`config.mk`:
```
export PLATFORM = sky130hd
export DESIGN_NAME = pipe_mem_arb_flat
export DESIGN_NICKNAME = d
export VERILOG_FILES = /design/src/rtl/pipe_mem_arb_if.sv /design/src/rtl/pipe_mem_arb.sv /design/src/flat_wrapper.sv
export SDC_FILE = /design/constraint.sdc
export NUM_CORES = 1
export LEC_CHECK = 0
export CAP_MARGIN = 30
export CORE_MARGIN = 3
export CORE_UTILIZATION = 28
export DETAILED_ROUTE_END_ITERATION = 10
export SLEW_MARGIN = 20
export SYNTH_ARGS = -nofsm -noshare
export SYNTH_HDL_FRONTEND = slang
export SYNTH_SLANG_ARGS = --single-unit
```
`constraint.sdc`:
```
create_clock -name clk -period 8.6 [get_ports clk]
set_input_delay 2.58 -clock clk [delete_from_list [all_inputs] [get_ports clk]]
set_output_delay 2.58 -clock clk [all_outputs]
set_load 0.05 [all_outputs]
```
`src/rtl/pipe_mem_arb_if.sv`:
```
// Bundle of fetch, data and memory-bus signals for pipe_mem_arb.
// slave = arbiter side, master = client/memory environment side.
interface pipe_mem_arb_if;
    logic        if_req;
    logic [31:0] if_addr;
    logic [47:0] if_inst;
    logic        if_ack;

    logic        dm_req;
    logic        dm_we;
    logic [31:0] dm_addr;
    logic [31:0] dm_wdata;
    logic [31:0] dm_rdata;
    logic        dm_ack;

    logic        bus_req;
    logic        bus_we;
    logic [31:0] bus_addr;
    logic [31:0] bus_wdata;
    logic [31:0] bus_rdata;
    logic        bus_ack;

    modport slave (
        input  if_req, if_addr, dm_req, dm_we, dm_addr, dm_wdata, bus_rdata, bus_ack,
        output if_inst, if_ack, dm_rdata, dm_ack, bus_req, bus_we, bus_addr, bus_wdata
    );

    modport master (
        output if_req, if_addr, dm_req, dm_we, dm_addr, dm_wdata, bus_rdata, bus_ack,
        input  if_inst, if_ack, dm_rdata, dm_ack, bus_req, bus_we, bus_addr, bus_wdata
    );
endinterface

```
`src/rtl/pipe_mem_arb.sv`:
```
// Arbitrates instruction fetch (two 32-bit beats -> 48-bit instruction) and data access onto one memory bus.
// Define ARB_STARVE_GUARD_EN to force a fetch after STARVE_LIMIT consecutive contended data grants.
module pipe_mem_arb #(
    parameter int unsigned STARVE_LIMIT = 4
) (
    input  logic          clk,
    input  logic          rst,
    pipe_mem_arb_if.slave arbIf
);
    localparam logic [1:0] IDLE   = 2'd0;
    localparam logic [1:0] DATA   = 2'd1;
    localparam logic [1:0] FETCH0 = 2'd2;
    localparam logic [1:0] FETCH1 = 2'd3;

    if (STARVE_LIMIT < 1) begin : gLimitCheck
        $error("pipe_mem_arb: STARVE_LIMIT must be at least 1");
    end

    logic [1:0]  stateReg;
    logic [1:0]  stateNext;
    logic        ifAckReg;
    logic        dmAckReg;
    logic [47:0] ifInstReg;
    logic [31:0] dmRdataReg;
    logic        arbGo;
    logic        grantFetch;

    // The ack cycle is a turnaround: neither port is arbitrated, so a finishing master
    // can re-present its request on equal footing with the waiting one.
    assign arbGo = (stateReg == IDLE) && !ifAckReg && !dmAckReg;

`ifdef ARB_STARVE_GUARD_EN
    localparam int unsigned CntW = $clog2(STARVE_LIMIT + 1);

    logic [CntW-1:0] starveCnt;

    assign grantFetch = arbIf.if_req && (!arbIf.dm_req || (starveCnt >= CntW'(STARVE_LIMIT)));

    always_ff @(posedge clk or posedge rst) begin
        if (rst) begin
            starveCnt <= '0;
        end else if (arbGo && grantFetch) begin
            starveCnt <= '0;
        end else if (arbGo && arbIf.dm_req) begin
            starveCnt <= arbIf.if_req ? starveCnt + CntW'(1) : '0;
        end
    end
`else
    assign grantFetch = arbIf.if_req && !arbIf.dm_req;
`endif

    always_comb begin
        stateNext = stateReg;
        case (stateReg)
            IDLE: begin
                if (arbGo) begin
                    if (grantFetch) begin
                        stateNext = FETCH0;
                    end else if (arbIf.dm_req) begin
                        stateNext = DATA;
                    end
                end
            end
            DATA:    if (arbIf.bus_ack) stateNext = IDLE;
            FETCH0:  if (arbIf.bus_ack) stateNext = FETCH1;
            FETCH1:  if (arbIf.bus_ack) stateNext = IDLE;
            default: stateNext = IDLE;
        endcase
    end

    // Bus side is decoded from state so reset drops bus_req without waiting for a clock.
    always_comb begin
        arbIf.bus_req   = 1'b0;
        arbIf.bus_we    = 1'b0;
        arbIf.bus_addr  = 32'h0;
        arbIf.bus_wdata = 32'h0;
        case (stateReg)
            DATA: begin
                arbIf.bus_req   = 1'b1;
                arbIf.bus_we    = arbIf.dm_we;
                arbIf.bus_addr  = arbIf.dm_addr;
                arbIf.bus_wdata = arbIf.dm_we ? arbIf.dm_wdata : 32'h0;
            end
            FETCH0: begin
                arbIf.bus_req  = 1'b1;
                arbIf.bus_addr = arbIf.if_addr;
            end
            FETCH1: begin
                arbIf.bus_req  = 1'b1;
                arbIf.bus_addr = arbIf.if_addr + 32'd4;
            end
            default: ;
        endcase
    end

    always_ff @(posedge clk or posedge rst) begin
        if (rst) begin
            stateReg   <= IDLE;
            ifAckReg   <= 1'b0;
            dmAckReg   <= 1'b0;
            ifInstReg  <= 48'h0;
            dmRdataReg <= 32'h0;
        end else begin
            stateReg <= stateNext;
            dmAckReg <= (stateReg == DATA) && arbIf.bus_ack;
            ifAckReg <= (stateReg == FETCH1) && arbIf.bus_ack;
            if ((stateReg == DATA) && arbIf.bus_ack && !arbIf.dm_we) begin
                dmRdataReg <= arbIf.bus_rdata;
            end
            if ((stateReg == FETCH0) && arbIf.bus_ack) begin
                ifInstReg[47:16] <= arbIf.bus_rdata;
            end
            if ((stateReg == FETCH1) && arbIf.bus_ack) begin
                ifInstReg[15:0] <= arbIf.bus_rdata[31:16];
            end
        end
    end

    assign arbIf.if_ack   = ifAckReg;
    assign arbIf.dm_ack   = dmAckReg;
    assign arbIf.if_inst  = ifInstReg;
    assign arbIf.dm_rdata = dmRdataReg;
endmodule

```
`src/flat_wrapper.sv`:
```
// flat-port wrapper written by rule: the top's interface ports become plain ports
module pipe_mem_arb_flat 
#(
    parameter int unsigned STARVE_LIMIT = 4
)
  (clk, rst, arbIf_if_req, arbIf_if_addr, arbIf_dm_req, arbIf_dm_we, arbIf_dm_addr, arbIf_dm_wdata, arbIf_bus_rdata, arbIf_bus_ack, arbIf_if_inst, arbIf_if_ack, arbIf_dm_rdata, arbIf_dm_ack, arbIf_bus_req, arbIf_bus_we, arbIf_bus_addr, arbIf_bus_wdata);
  pipe_mem_arb_if arbIf_i ();
  input  logic clk;
  input  logic rst;
  input wire logic [$bits(arbIf_i.if_req)-1:0] arbIf_if_req;
  input wire logic [$bits(arbIf_i.if_addr)-1:0] arbIf_if_addr;
  input wire logic [$bits(arbIf_i.dm_req)-1:0] arbIf_dm_req;
  input wire logic [$bits(arbIf_i.dm_we)-1:0] arbIf_dm_we;
  input wire logic [$bits(arbIf_i.dm_addr)-1:0] arbIf_dm_addr;
  input wire logic [$bits(arbIf_i.dm_wdata)-1:0] arbIf_dm_wdata;
  input wire logic [$bits(arbIf_i.bus_rdata)-1:0] arbIf_bus_rdata;
  input wire logic [$bits(arbIf_i.bus_ack)-1:0] arbIf_bus_ack;
  output wire logic [$bits(arbIf_i.if_inst)-1:0] arbIf_if_inst;
  output wire logic [$bits(arbIf_i.if_ack)-1:0] arbIf_if_ack;
  output wire logic [$bits(arbIf_i.dm_rdata)-1:0] arbIf_dm_rdata;
  output wire logic [$bits(arbIf_i.dm_ack)-1:0] arbIf_dm_ack;
  output wire logic [$bits(arbIf_i.bus_req)-1:0] arbIf_bus_req;
  output wire logic [$bits(arbIf_i.bus_we)-1:0] arbIf_bus_we;
  output wire logic [$bits(arbIf_i.bus_addr)-1:0] arbIf_bus_addr;
  output wire logic [$bits(arbIf_i.bus_wdata)-1:0] arbIf_bus_wdata;
  assign arbIf_i.if_req = arbIf_if_req;
  assign arbIf_i.if_addr = arbIf_if_addr;
  assign arbIf_i.dm_req = arbIf_dm_req;
  assign arbIf_i.dm_we = arbIf_dm_we;
  assign arbIf_i.dm_addr = arbIf_dm_addr;
  assign arbIf_i.dm_wdata = arbIf_dm_wdata;
  assign arbIf_i.bus_rdata = arbIf_bus_rdata;
  assign arbIf_i.bus_ack = arbIf_bus_ack;
  assign arbIf_if_inst = arbIf_i.if_inst;
  assign arbIf_if_ack = arbIf_i.if_ack;
  assign arbIf_dm_rdata = arbIf_i.dm_rdata;
  assign arbIf_dm_ack = arbIf_i.dm_ack;
  assign arbIf_bus_req = arbIf_i.bus_req;
  assign arbIf_bus_we = arbIf_i.bus_we;
  assign arbIf_bus_addr = arbIf_i.bus_addr;
  assign arbIf_bus_wdata = arbIf_i.bus_wdata;
  pipe_mem_arb #(.STARVE_LIMIT(STARVE_LIMIT)) u_core (.clk(clk), .rst(rst), .arbIf(arbIf_i));
endmodule
```
== Word-level counts from Yosys, hierarchy flattened ==
Cells that the tools add are included.

* Flip-flop bits (word level): 84
* Bits of input ports: 134
* Output and inout port bits: 148
* Word-level logic and storage cells: 40

* $add $sub $neg: 1
* Eq/ne operators: 7
* Mux-type cells: 11
* Reduce and logical (&&, ||, !) cells: 15

{| class="wikitable"
|+ Operators by type and width
! cell !! number
|-
| $pmux W32 S3 || 1
|-
| $mux W32 || 2
|-
| $add A32 B3 Y32 const B || 1
|-
| $mux W2 || 5
|-
| $logic_and A1 B1 Y1 || 7
|-
| $pmux W2 S3 || 1
|-
| $eq A2 B2 Y1 const B || 2
|-
| $logic_not A1 Y1 || 4
|-
| $ne A2 B1 Y1 const B || 2
|-
| $reduce_and A4 Y1 || 1
|-
| $ne A3 B2 Y1 const B || 1
|-
| $reduce_or A3 Y1 || 1
|-
| $eq A2 B1 Y1 const B || 1
|-
| $logic_not A2 Y1 || 1
|-
| $mux W1 || 2
|-
| $ne A2 B2 Y1 const B || 1
|-
| $reduce_or A2 Y1 || 1
|}

== Depth between registers and ports, before layout ==
Gate-level depths: netlist of the first run.

* Depth after elaboration: 5
* Mapped depth: 6
* Gate-level depth less buffers: 5

== Least setup slack after synthesis of the first run ==
Ideal clock, no wire load.

* Path kind: in2out
* Start: input arbIf_if_addr[2]
* End: output arbIf_bus_addr[14]
* Data arrival time: 4.581 ns
* Required time: 6.020 ns
* Path slack: 1.439 ns
* Stages: 5
* Buffers on the path: 0
* Cells stage by stage: ha_1 nand3_4 nor4_1 xnor2_1 o21ai_0

* Longest elaborated chain between the ends: 2

{| class="wikitable"
|+ RTL lines
! element !! line !! text
|-
| start: declaration || flat_wrapper.sv:11 || <nowiki>input wire logic [$bits(arbIf_i.if_addr)-1:0] arbIf_if_addr;</nowiki>
|-
| $add A32 B3 Y32 || pipe_mem_arb.sv:90 || <nowiki>arbIf.bus_addr = arbIf.if_addr + 32'd4;</nowiki>
|-
| $pmux W32 S3 || pipe_mem_arb.sv:77 || <nowiki>case (stateReg)</nowiki>
|-
| end: declaration || flat_wrapper.sv:24 || <nowiki>output wire logic [$bits(arbIf_i.bus_addr)-1:0] arbIf_bus_addr;</nowiki>
|}

No other way between the ends.

== Worst setup path after layout of the first run ==
* Start: input arbIf_if_addr[4]
* End: output arbIf_bus_addr[24]

Same word-level chain as after synthesis.

==> impl_summary.txt, run 1 <==
----------------------------------------------------
[Synth]
  Mux contribution to synthesized area ... 20.2%
  Most frequently used cell type in the post-synthesis netlist ... dfrtp_1
  Post-synth EDFFs ... 0
  Portion of the post-synthesis area used by sequential elements ... 44.9%
  Most frequent cells after synthesis ... dfrtp_1 (84), mux2_2 (82), nand2_1 (37)
  Synth Area in Adders ... 0.535%
  Post-synthesis register bit count ... 84
  Number of synthesis warnings ... 0
  Synth area leaders ... dfrtp_1 (45%), mux2_2 (20%), and3_1 (4.7%)
  Mapped cell area ... 0.00468 mm2
  Area fraction in compound gates after synthesis ... 8.40%
  Portion of synthesized cell area occupied by the leading cell type ... 44.9%
  Gate Count Post-Synth ... 435
  Per-instance average area after synthesis ... 10.8 um2
  Xor-xnor portion of the synthesized cell area ... 0.749%
  Dominant combinational cell family by area after synthesis ... simple AND/OR/NAND/NOR gates
  Mapped Nets ... 571
  Proportion of synthesized flip-flops having asynchronous set or reset ... 100%
  Library cells used by synthesis ... 53
  Most used flip-flop cell after synthesis ... dfrtp_1
  Synth Area in Simple Gates ... 21.4%
  Synth area leader ... dfrtp_1

[Placement]
  Worst setup slack before clock tree synthesis ... 0.570 ns
  Total of buffers placed on input and output ports ... 281
  Final estimated routing congestion in global placement ... 0.987
  Half-perimeter wire length after detailed placement ... 13700 um
  Post-placement cell area ... 0.00773 mm2

[Setup path]
  Crit Reg-Reg Endpoint ... u_core.arbIf.dm_rdata[22]
  Peak fanout along the critical path ... 8
  Launching point of the worst reg2reg path ... u_core.stateReg[0]
  Setup CP Type ... input pin to output pin
  Worst Reg-to-Reg Cells ... 5
  Register-to-register path setup slack ... 5.71 ns
  Critical Path End Type ... output pin
  Required time of the critical path ... 6.02 ns
  Startpoint type of the worst setup path ... input pin
  Arrival time worst endpoint ... 5.45 ns

[STA]
  Setup slack after layout ... 0.568 ns
  Worst-case clock skew ... 0.00253 ns
  Measured slew at the worst slew-check pin ... 0.719 ns
  Slew HR ... 52.1%
  Final count of hold timing violations ... 0
  Final setup TNS ... 0 ns
  Shortest period the worst path allows ... 8.03 ns
  Final max-slew violation count ... 0
  Final period utilization ... 93.4%
  RSZ-0062 raised after global routing ... no
  Maximum clock frequency ... 0.124 GHz
  Setup violation total in the final timing report ... 0

[Hold path]
  Path class of the lowest-slack min-delay path ... flop to flop
  Start point of the worst hold path ... u_core.arbIf.if_inst[25]
  Worst hold path endpoint ... u_core.arbIf.if_inst[25]
  Hold-critical path depth ... 1

[Global routing]
  Via count of the first global-routing pass ... 4887
  First-pass GRT wire length ... 27300 um
  Number of antenna violations at the first check in global routing ... 0
  Global-route congestion overflow total ... 0
  Largest net degree at the start of global routing ... 68
  All-Layer GR Usage ... 18.6%

[Floorplan]
  Core footprint ... 0.0161 mm2
  Starting utilization of the core area ... 29.0%
  Number of core rows ... 46
  Area of the die ... 0.0183 mm2
  Die H ... 135 um
  Chip width ... 135 um
  Number of top-level pins ... 282

[Clock tree]
  Num CTS Buffers ... 9
  Number of cells upsized or downsized after cts ... 0
  Number of buffers inserted to repair setup after CTS ... 0
  Htree depth ... 3
  TritonCTS sink count ... 84
  Clk Latency, worst-skew pair ... 0.33 ns
  Root buffer cell ... clkbuf_16
  Clock buffer depth ... 2
  TritonCTS clock tree ... done
  Count of hold-fix buffers inserted at cts ... 0
  Clock-pin slew reported for the worst setup and hold paths after clock tree synthesis ... 0.06 ns

[Finish]
  Number of fillers in the final layout ... 1447
  Layout Cell Area excl Fill ... 0.00806 mm2
  Synthesis-to-finish area growth ... 72.4%
  Fraction of final layout cells with drive strength greater than 1 ... 16.5%
  Total Nets Final ... 844
  Antenna Cells ... 0

[Route]
  Vias/cell ... 5.03
  First drt pass iteration count ... 4
  Average wire per cell in the routed design ... 19.0 um
  Post-route DRC violation count ... 0
  Number of nets with antenna violations after detailed routing ... 0
  Iter 0 DRT Violations ... 199
  Via count of the routed design ... 4671
  WL final ... 17600 um

[Power and ir drop]
  PwrDens ... 422 mW/mm2
  Maximum vdd drop ... 275 uV
  Static leakage ... 0.00325 uW
  Sum of internal, switching and leakage power ... 3410 uW

[Run]
  Max-cap viol count ... 0

[Run status]
  Run status ... complete, no violations

----------------------------------------------------
layout by cell type (no fill, tap or decap), types with 4 or more instances in the layout:
cell type        instances
and2_1                   7
nand4b_1                 4
buf_4                    6
o21ai_0                  7
nor2b_1                  6
clkbuf_16                9
nand3_1                 24
a32o_1                   6
dfrtp_1                 83
a32oi_1                  4
nand2_1                 37
o211ai_1                14
clkdlybuf4s50_1        280
nor4_1                   6
a21oi_1                  4
clkinv_2                 4
and3_1                  35
mux2_2                  82
a2bb2oi_1                4
inv_1                    9
nand4_1                 16
nor2_1                   8
report_power, final:
part	leakage, uW	switching (uW)	internal (uW)	total, uW
sequential	0.00100	117	596	712
clock	0.000155	152	253	405
combinational	0.00209	1470	815	2290
total	0.00325	1740	1660	3410
sequential cells by signal, summed over array words and instances, names as in the netlist:
register               flops
u_core.arbIf.if_inst      48
u_core.arbIf.dm_ack        1
u_core.arbIf.dm_rdata     32
u_core.stateReg            2
u_core.arbIf.if_ack        1
kinds of logic after synthesis:
kind of cell,Yosys count
adder cells (fa/ha/maj),2
flip-flops,84
XOR/XNOR,4
multiplexers,84
buffers and inverters,38
AO/OA/AOI/OAI,52
AND/OR/NAND/NOR,171
metrics by stage:
| step | hold slack (ns) | util, % | instances |
|---|---|---|---|
| floorplan | 0.659 | - | 435 |
| global placement | 0.476 | 47.6 | 909 |
| detailed placement | 0.479 | 48.0 | 912 |
| CTS | 0.504 | 49.9 | 928 |
| global route | 0.523 | 50.0 | 929 |
| finish | 0.506 | 50.0 | 929 |
per-layer routing:
layer,up-vias,track usage [%],share of wire [%]
met5,-,0,0
met4,0,7.00,2.9
met3,31,7.69,11
met2,235,30.5,47
met1,2228,21.8,39
li1,2177,-,-
worst max-delay path by stage:
stage	start	end	slack, ns	cells after the start
after detailed placement	arbIf_if_addr[4]	arbIf_bus_addr[24]	0.57	6
after CTS	arbIf_if_addr[4]	arbIf_bus_addr[24]	0.57	6
after global routing	arbIf_if_addr[4]	arbIf_bus_addr[20]	0.41	6
final	arbIf_if_addr[4]	arbIf_bus_addr[24]	0.57	6
after global placement	arbIf_if_addr[4]	arbIf_bus_addr[20]	0.62	6
after floorplan	arbIf_if_addr[2]	arbIf_bus_addr[14]	1.44	5
critical path, cell delays in order:
cell             delay (ns)
clkdlybuf4s50_1        0.66
and4_1                 0.36
nand4_1                0.33
or4b_1                 0.59
nand3_1                0.11
clkdlybuf4s50_1        0.82
area by class of cell:
| class | count | area (um2) | area share, % |
|---|---|---|---|
| clock buffers | 9 | 225 | 2.79 |
| well taps | 216 | 270 | 3.35 |
| flip-flops and latches | 84 | 2100 | 26.1 |
| multi-input cells | 313 | 2410 | 29.9 |
| clock inverters | 7 | 91.3 | 1.13 |
| repair buffers | 290 | 2920 | 36.2 |
| inverters | 10 | 38.8 | 0.481 |
Note: power is estimated with default switching activity, not from simulation.
==> inputs of run 2 (changes only) <==
Settings changed: REMOVE_ABC_BUFFERS set to 1.
Clock period 8.6 ns to 10.3 ns, I/O delays scaled along.
==> run 2 against run 1 <==
Effect of this change: cell count is 0.11% lower; clock skew up 0.0013 ns; highest routed layer unchanged; critical path type unchanged; cell area rose by 0.34%; setup slack better by 0.56 ns; hold slack got worse by 0.0047 ns; global-route usage increased by 0.19 points; largest cell class unchanged.
==> impl_summary.txt, run 2 (synthesized netlist as in run 1, its figures left out) <==
----------------------------------------------------
[Run status]
  Run status ... complete, no violations (unchanged)

[Run]
  Max-cap viol count ... 0 (unchanged)

[Setup path]
  Required time of the critical path ... 7.21 ns (was 6.02 ns)
  Cells along the critical path ... clkdlybuf4s50_1 > ha_1 > nand3_4 > or4_4 > or4_1 > o211ai_1 > clkdlybuf4s50_1 (was clkdlybuf4s50_1 > and4_1 > nand4_1 > or4b_1 > nand3_1 > clkdlybuf4s50_1)
  Slowest stage delay, CP ... 0.84 ns (was 0.82 ns)
  Startpoint type of the worst setup path ... input pin (unchanged)
  Critical Path End Type ... output pin (unchanged)
  Top cell by count, worst path ... clkdlybuf4s50_1 (unchanged)
  Peak fanout along the critical path ... 6 (was 8)
  Critical-path cell with the highest stage delay ... clkdlybuf4s50_1 (unchanged)
  Setup CP Type ... input pin to output pin (unchanged)
  Arrival time worst endpoint ... 6.08 ns (was 5.45 ns)

[Global routing]
  Largest net degree at the start of global routing ... 67 (was 68)
  All-Layer GR Usage ... 18.8% (was 18.6%)
  Global-route congestion overflow total ... 0 (unchanged)
  Number of antenna violations at the first check in global routing ... 1 (was 0)
  Via count of the first global-routing pass ... 4827 (was 4887)
  First-pass GRT wire length ... 27200 um (was 27300 um)

[Finish]
  Storage element area ... 0.00210 mm2 (unchanged)
  Fraction of final layout cells with drive strength greater than 1 ... 16.0% (was 16.5%)
  Multi-input logic area ... 0.00241 mm2 (unchanged)
  Commonest non-fill, non-tap cell in the layout ... clkdlybuf4s50_1 (unchanged)
  Total Nets Final ... 842 (was 844)
  Commonest cells after routing, fill and taps aside ... clkdlybuf4s50_1 (281), dfrtp_1 (83), mux2_2 (82) (was clkdlybuf4s50_1 (280), dfrtp_1 (83), mux2_2 (82))
  Max FFs per register ... 48 (unchanged)
  Number of fillers in the final layout ... 1452 (was 1447)
  Synthesis-to-finish area growth ... 73.0% (was 72.4%)

[Route]
  Iter 0 DRT Violations ... 173 (was 199)
  Via count of the routed design ... 4652 (was 4671)
  Vias/cell ... 5.01 (was 5.03)
  WL final ... 17700 um (was 17600 um)
  Post-route DRC violation count ... 0 (unchanged)
  First drt pass iteration count ... 4 (unchanged)
  Average wire per cell in the routed design ... 19.1 um (was 19.0 um)
  Number of nets with antenna violations after detailed routing ... 0 (unchanged)

[Clock tree]
  TritonCTS sink count ... 84 (unchanged)
  Clock buffer depth ... 2 (unchanged)
  Clock-pin slew reported for the worst setup and hold paths after clock tree synthesis ... 0.06 ns (about the same)
  Htree depth ... 3 (unchanged)
  TritonCTS clock tree ... done (unchanged)
  Num CTS Buffers ... 9 (unchanged)
  Number of cells upsized or downsized after cts ... 0 (unchanged)
  Count of hold-fix buffers inserted at cts ... 0 (unchanged)
  Number of buffers inserted to repair setup after CTS ... 0 (unchanged)
  Root buffer cell ... clkbuf_16 (unchanged)
  Clk Latency, worst-skew pair ... 0.33 ns (about the same)

[STA]
  Final period utilization ... 89.1%
  Setup violation total in the final timing report ... 0 (unchanged)
  Maximum clock frequency ... 0.109 GHz
  Final Hold Slack ... 0.501 ns (was 0.506 ns)
  Final max-slew violation count ... 0 (unchanged)
  Final count of hold timing violations ... 0 (unchanged)
  Shortest period the worst path allows ... 9.17 ns
  Slew HR ... 40.2% (was 52.1%)
  Final setup TNS ... 0 ns (unchanged)
  Worst-case clock skew ... 0.00387 ns (was 0.00253 ns)
  Measured slew at the worst slew-check pin ... 0.890 ns (was 0.719 ns)
  RSZ-0062 raised after global routing ... no (unchanged)

[Floorplan]
  Number of top-level pins ... 282 (unchanged)
  Area of the die ... 0.0183 mm2 (unchanged)
  Starting utilization of the core area ... 29.0% (unchanged)
  Chip width ... 135 um (unchanged)
  Die H ... 135 um (unchanged)
  Core footprint ... 0.0161 mm2 (unchanged)
  Number of core rows ... 46 (unchanged)

[Hold path]
  Path class of the lowest-slack min-delay path ... flop to flop (unchanged)

[Power and ir drop]
  Sum of internal, switching and leakage power ... 2870 uW (was 3410 uW)
  Maximum vdd drop ... 246 uV (was 275 uV)
  PwrDens ... 355 mW/mm2 (was 422 mW/mm2)
  Static leakage ... 0.00324 uW (was 0.00325 uW)

[Placement]
  Half-perimeter wire length after detailed placement ... 13900 um (was 13700 um)
  Final estimated routing congestion in global placement ... 0.901 (was 0.987)
  Total of buffers placed on input and output ports ... 281 (unchanged)

----------------------------------------------------
## run 2: where the power goes
group / leakage, uW / internal (uW) / switching, uW
Sequential: 0.00100 / 497 / 115
Combinational: 0.00208 / 684 / 1220
Clock: 0.000155 / 237 / 126
## run 2: cell type report
class	instances	area share, %
Timing Repair Buffer	288	36.1
Multi-Input combinational cell	313	29.8
Sequential cell	84	26.0
Tap cell	216	3.34
Clock buffer	10	2.83
Clock inverter	6	1.39
Inverter	10	0.479
Antenna cell	1	0.0309
## run 2: worst paths after layout
path | cells past startpoint | slack, ns | to | startpoint
max in group asynchronous | 3 | 6.11 | u_core.stateReg[1] | rst
worst min-delay path | 1 | 0.50 | u_core.arbIf.if_inst[12] | u_core.arbIf.if_inst[12]
worst max-delay path | 7 | 1.13 | arbIf_bus_addr[30] | arbIf_if_addr[2]
worst min register to register | 1 | 0.50 | u_core.arbIf.if_inst[12] | u_core.arbIf.if_inst[12]
worst max register to register | 5 | 7.53 | u_core.arbIf.dm_rdata[12] | u_core.stateReg[0]
min in group asynchronous | 2 | 3.02 | u_core.arbIf.dm_rdata[10] | rst
## run 2: through the flow
stage / cells / utilization (%) / area [um2] / worst slack, ns
finish: 928 / 50.2 / 8090 / 1.13
global placement: 906 / 47.5 / 7650 / 1.16
global route: 928 / 50.2 / 8090 / 0.980
detailed placement: 909 / 47.9 / 7720 / 1.12
floorplan: 407 / - / 4540 / 2.12
CTS: 925 / 50.0 / 8060 / 1.12
## run 2: metal layers
metal	vias up	routed length, um	track usage [%]
met2	233	8810	32.9
met3	20	2080	8.10
li1	2174	-	-
met4	0	319	6.55
met5	-	0	0
met1	2225	6520	20.4
## run 2: critical path: cells and delay by family
kind | cells | cell delay [ns]
AO/OA/AOI/OAI | 1 | 0.13
adder cells (fa/ha/maj) | 1 | 0.30
buffers and inverters | 2 | 1.42
AND/OR/NAND/NOR | 3 | 1.15
==> inputs of run 3 (changes only) <==
Clock period 10.3 ns to 11 ns, I/O delays scaled along.
==> run 3 against run 2 <==
Effect of this change: clock skew rose by 0.0014 ns; global-route usage fell by 0.43 points; combinational power fell by 6%; utilization fell by 0.35 points; setup slack improved by 0.29 ns; register-to-register slack improved by 0.71 ns; largest cell class unchanged; largest power group unchanged.
==> impl_summary.txt, run 3 (synthesized netlist as in run 1, its figures left out) <==
----------------------------------------------------
[Run status]
  Run status ... complete, no violations (unchanged)

[Route]
  Via count of the routed design ... 4636 (was 4652)
  Vias/cell ... 5.00 (was 5.01)
  Number of nets with antenna violations after detailed routing ... 0 (unchanged)
  Post-route DRC violation count ... 0 (unchanged)
  WL final ... 17500 um (was 17700 um)
  Average wire per cell in the routed design ... 18.9 um (was 19.1 um)
  Iter 0 DRT Violations ... 230 (was 173)
  First drt pass iteration count ... 4 (unchanged)

[Clock tree]
  Clock buffer depth ... 2 (unchanged)
  TritonCTS clock tree ... done (unchanged)
  Clock-pin slew reported for the worst setup and hold paths after clock tree synthesis ... 0.06 ns (about the same)
  Count of hold-fix buffers inserted at cts ... 0 (unchanged)
  Htree depth ... 3 (unchanged)
  TritonCTS sink count ... 84 (unchanged)
  Number of buffers inserted to repair setup after CTS ... 0 (unchanged)
  Clk Latency, worst-skew pair ... 0.33 ns (about the same)
  Number of cells upsized or downsized after cts ... 0 (unchanged)
  Num CTS Buffers ... 9 (unchanged)
  Root buffer cell ... clkbuf_16 (unchanged)

[Floorplan]
  Number of core rows ... 46 (unchanged)
  Starting utilization of the core area ... 29.0% (unchanged)
  Core footprint ... 0.0161 mm2 (unchanged)
  Area of the die ... 0.0183 mm2 (unchanged)
  Chip width ... 135 um (unchanged)
  Die H ... 135 um (unchanged)
  Number of top-level pins ... 282 (unchanged)

[Finish]
  Layout Cell Area excl Fill ... 0.00803 mm2 (was 0.00809 mm2)
  Antenna Cells ... 0 (was 1)
  Fraction of final layout cells with drive strength greater than 1 ... 16.2% (was 16.0%)
  Count of placed standard cells in the final layout, fillers left out ... 927 (was 928)
  Multi-input logic area ... 0.00241 mm2 (unchanged)
  Number of fillers in the final layout ... 1465 (was 1452)
  Synthesis-to-finish area growth ... 71.8% (was 73.0%)
  Max FFs per register ... 48 (unchanged)
  Commonest non-fill, non-tap cell in the layout ... clkdlybuf4s50_1 (unchanged)
  Storage element area ... 0.00210 mm2 (unchanged)
  Commonest cells after routing, fill and taps aside ... clkdlybuf4s50_1 (281), dfrtp_1 (83), mux2_2 (82) (unchanged)
  Total Nets Final ... 842 (unchanged)

[Global routing]
  Met2 capacity usage during global routing ... 32.7% (was 32.9%)
  Largest net degree at the start of global routing ... 67 (unchanged)
  All-Layer GR Usage ... 18.4% (was 18.8%)
  Global-route congestion overflow total ... 0 (unchanged)
  Most used routing layer in global routing ... met2 (unchanged)
  Fraction of met3 tracks used by global routing ... 7.84% (was 8.10%)
  Via count of the first global-routing pass ... 4782 (was 4827)
  Number of antenna violations at the first check in global routing ... 0 (was 1)
  Met1 Usage GRT ... 19.9% (was 20.4%)
  First-pass GRT wire length ... 26600 um (was 27200 um)

[Setup path]
  Worst Reg-to-Reg Cells ... 5 (unchanged)
  Peak fanout along the critical path ... 6 (unchanged)
  Setup CP Type ... input pin to output pin (unchanged)
  Crit Reg-Reg Endpoint ... u_core.arbIf.dm_rdata[12] (unchanged)
  Register-to-register path setup slack ... 8.24 ns (was 7.53 ns)
  Arrival time worst endpoint ... 6.29 ns (was 6.08 ns)
  Critical Path End Type ... output pin (unchanged)
  Launching point of the worst reg2reg path ... u_core.stateReg[0] (unchanged)
  Startpoint type of the worst setup path ... input pin (unchanged)
  Required time of the critical path ... 7.70 ns (was 7.21 ns)

[STA]
  RSZ-0062 raised after global routing ... no (unchanged)
  Shortest period the worst path allows ... 9.59 ns
  Measured slew at the worst slew-check pin ... 0.898 ns (was 0.890 ns)
  Setup violation total in the final timing report ... 0 (unchanged)
  Worst-case clock skew ... 0.00527 ns (was 0.00387 ns)
  Slew HR ... 39.7% (was 40.2%)
  Final setup TNS ... 0 ns (unchanged)
  Maximum clock frequency ... 0.104 GHz
  Final max-slew violation count ... 0 (unchanged)
  Final count of hold timing violations ... 0 (unchanged)
  Final period utilization ... 87.1%

[Placement]
  Half-perimeter wire length after detailed placement ... 13900 um (about the same)
  Cell Count Post-Placement ... 909 (unchanged)
  Total of buffers placed on input and output ports ... 281 (unchanged)
  Post-placement cell area ... 0.00772 mm2 (unchanged)
  Final estimated routing congestion in global placement ... 0.901 (unchanged)

[Power and ir drop]
  Static leakage ... 0.00322 uW (was 0.00324 uW)
  PwrDens ... 328 mW/mm2 (was 355 mW/mm2)
  Maximum vdd drop ... 229 uV (was 246 uV)

[Hold path]
  Start point of the worst hold path ... u_core.arbIf.if_inst[12] (unchanged)
  Path class of the lowest-slack min-delay path ... flop to flop (unchanged)
  Worst hold path endpoint ... u_core.arbIf.if_inst[12] (unchanged)
  Hold-critical path depth ... 1 (unchanged)

[Run]
  Max-cap viol count ... 0 (unchanged)

----------------------------------------------------
[run 3: layer usage]
metal / part of all wire (%) / routed length, um
met3: 12 / 2040
met5: 0 / 0
met2: 49 / 8670
met4: 1.8 / 314
met1: 37 / 6500
[run 3: critical path, cell delays in order]
cell and delay, ns:
clkdlybuf4s50_1 0.58, ha_1 0.29, nand3_4 0.11, or4_4 0.51
or4_1 0.52, o211ai_1 0.12, clkdlybuf4s50_1 0.84
[run 3: stage by stage]
| stage | setup WS (ns) | util (%) | total power (uW) | hold slack, ns |
|---|---|---|---|---|
| 2_1_floorplan | 2.40 | - | 1700 | 0.758 |
| 3_3_place_gp | 1.44 | 47.5 | 2320 | 0.473 |
| 3_5_place_dp | 1.40 | 47.9 | 2360 | 0.490 |
| 4_1_cts | 1.40 | 49.7 | 2660 | 0.506 |
| 5_1_grt | 1.28 | 49.9 | 2750 | 0.516 |
| 6_report | 1.41 | 49.9 | 2630 | 0.503 |
[run 3: how the worst max path moves through the flow]
| stage | from | end | slack [ns] | cells after the start |
|---|---|---|---|---|
| 2_1_floorplan | arbIf_if_addr[2] | arbIf_bus_addr[14] | 2.40 | 5 |
| 3_3_place_gp | arbIf_if_addr[2] | arbIf_bus_addr[30] | 1.44 | 7 |
| 3_5_place_dp | arbIf_if_addr[2] | arbIf_bus_addr[30] | 1.40 | 7 |
| 4_1_cts | arbIf_if_addr[2] | arbIf_bus_addr[30] | 1.40 | 7 |
| 5_1_grt | arbIf_if_addr[2] | arbIf_bus_addr[18] | 1.28 | 7 |
| 6_report | arbIf_if_addr[2] | arbIf_bus_addr[30] | 1.41 | 7 |
[run 3: layout make-up]
cell class                      instances  share of cell area [%]
Timing Repair Buffer                  288                    36.4
Clock buffer                           10                    2.97
Sequential cell                        84                    26.2
Clock inverter                          6                   0.607
Multi-Input combinational cell        313                    30.0
Inverter                               10                   0.483
Tap cell                              216                    3.36
[run 3: power by group]
group,switching (uW),internal (uW)
logic,1140,640
clock network,125,161
registers,106,465
total,1370,1270
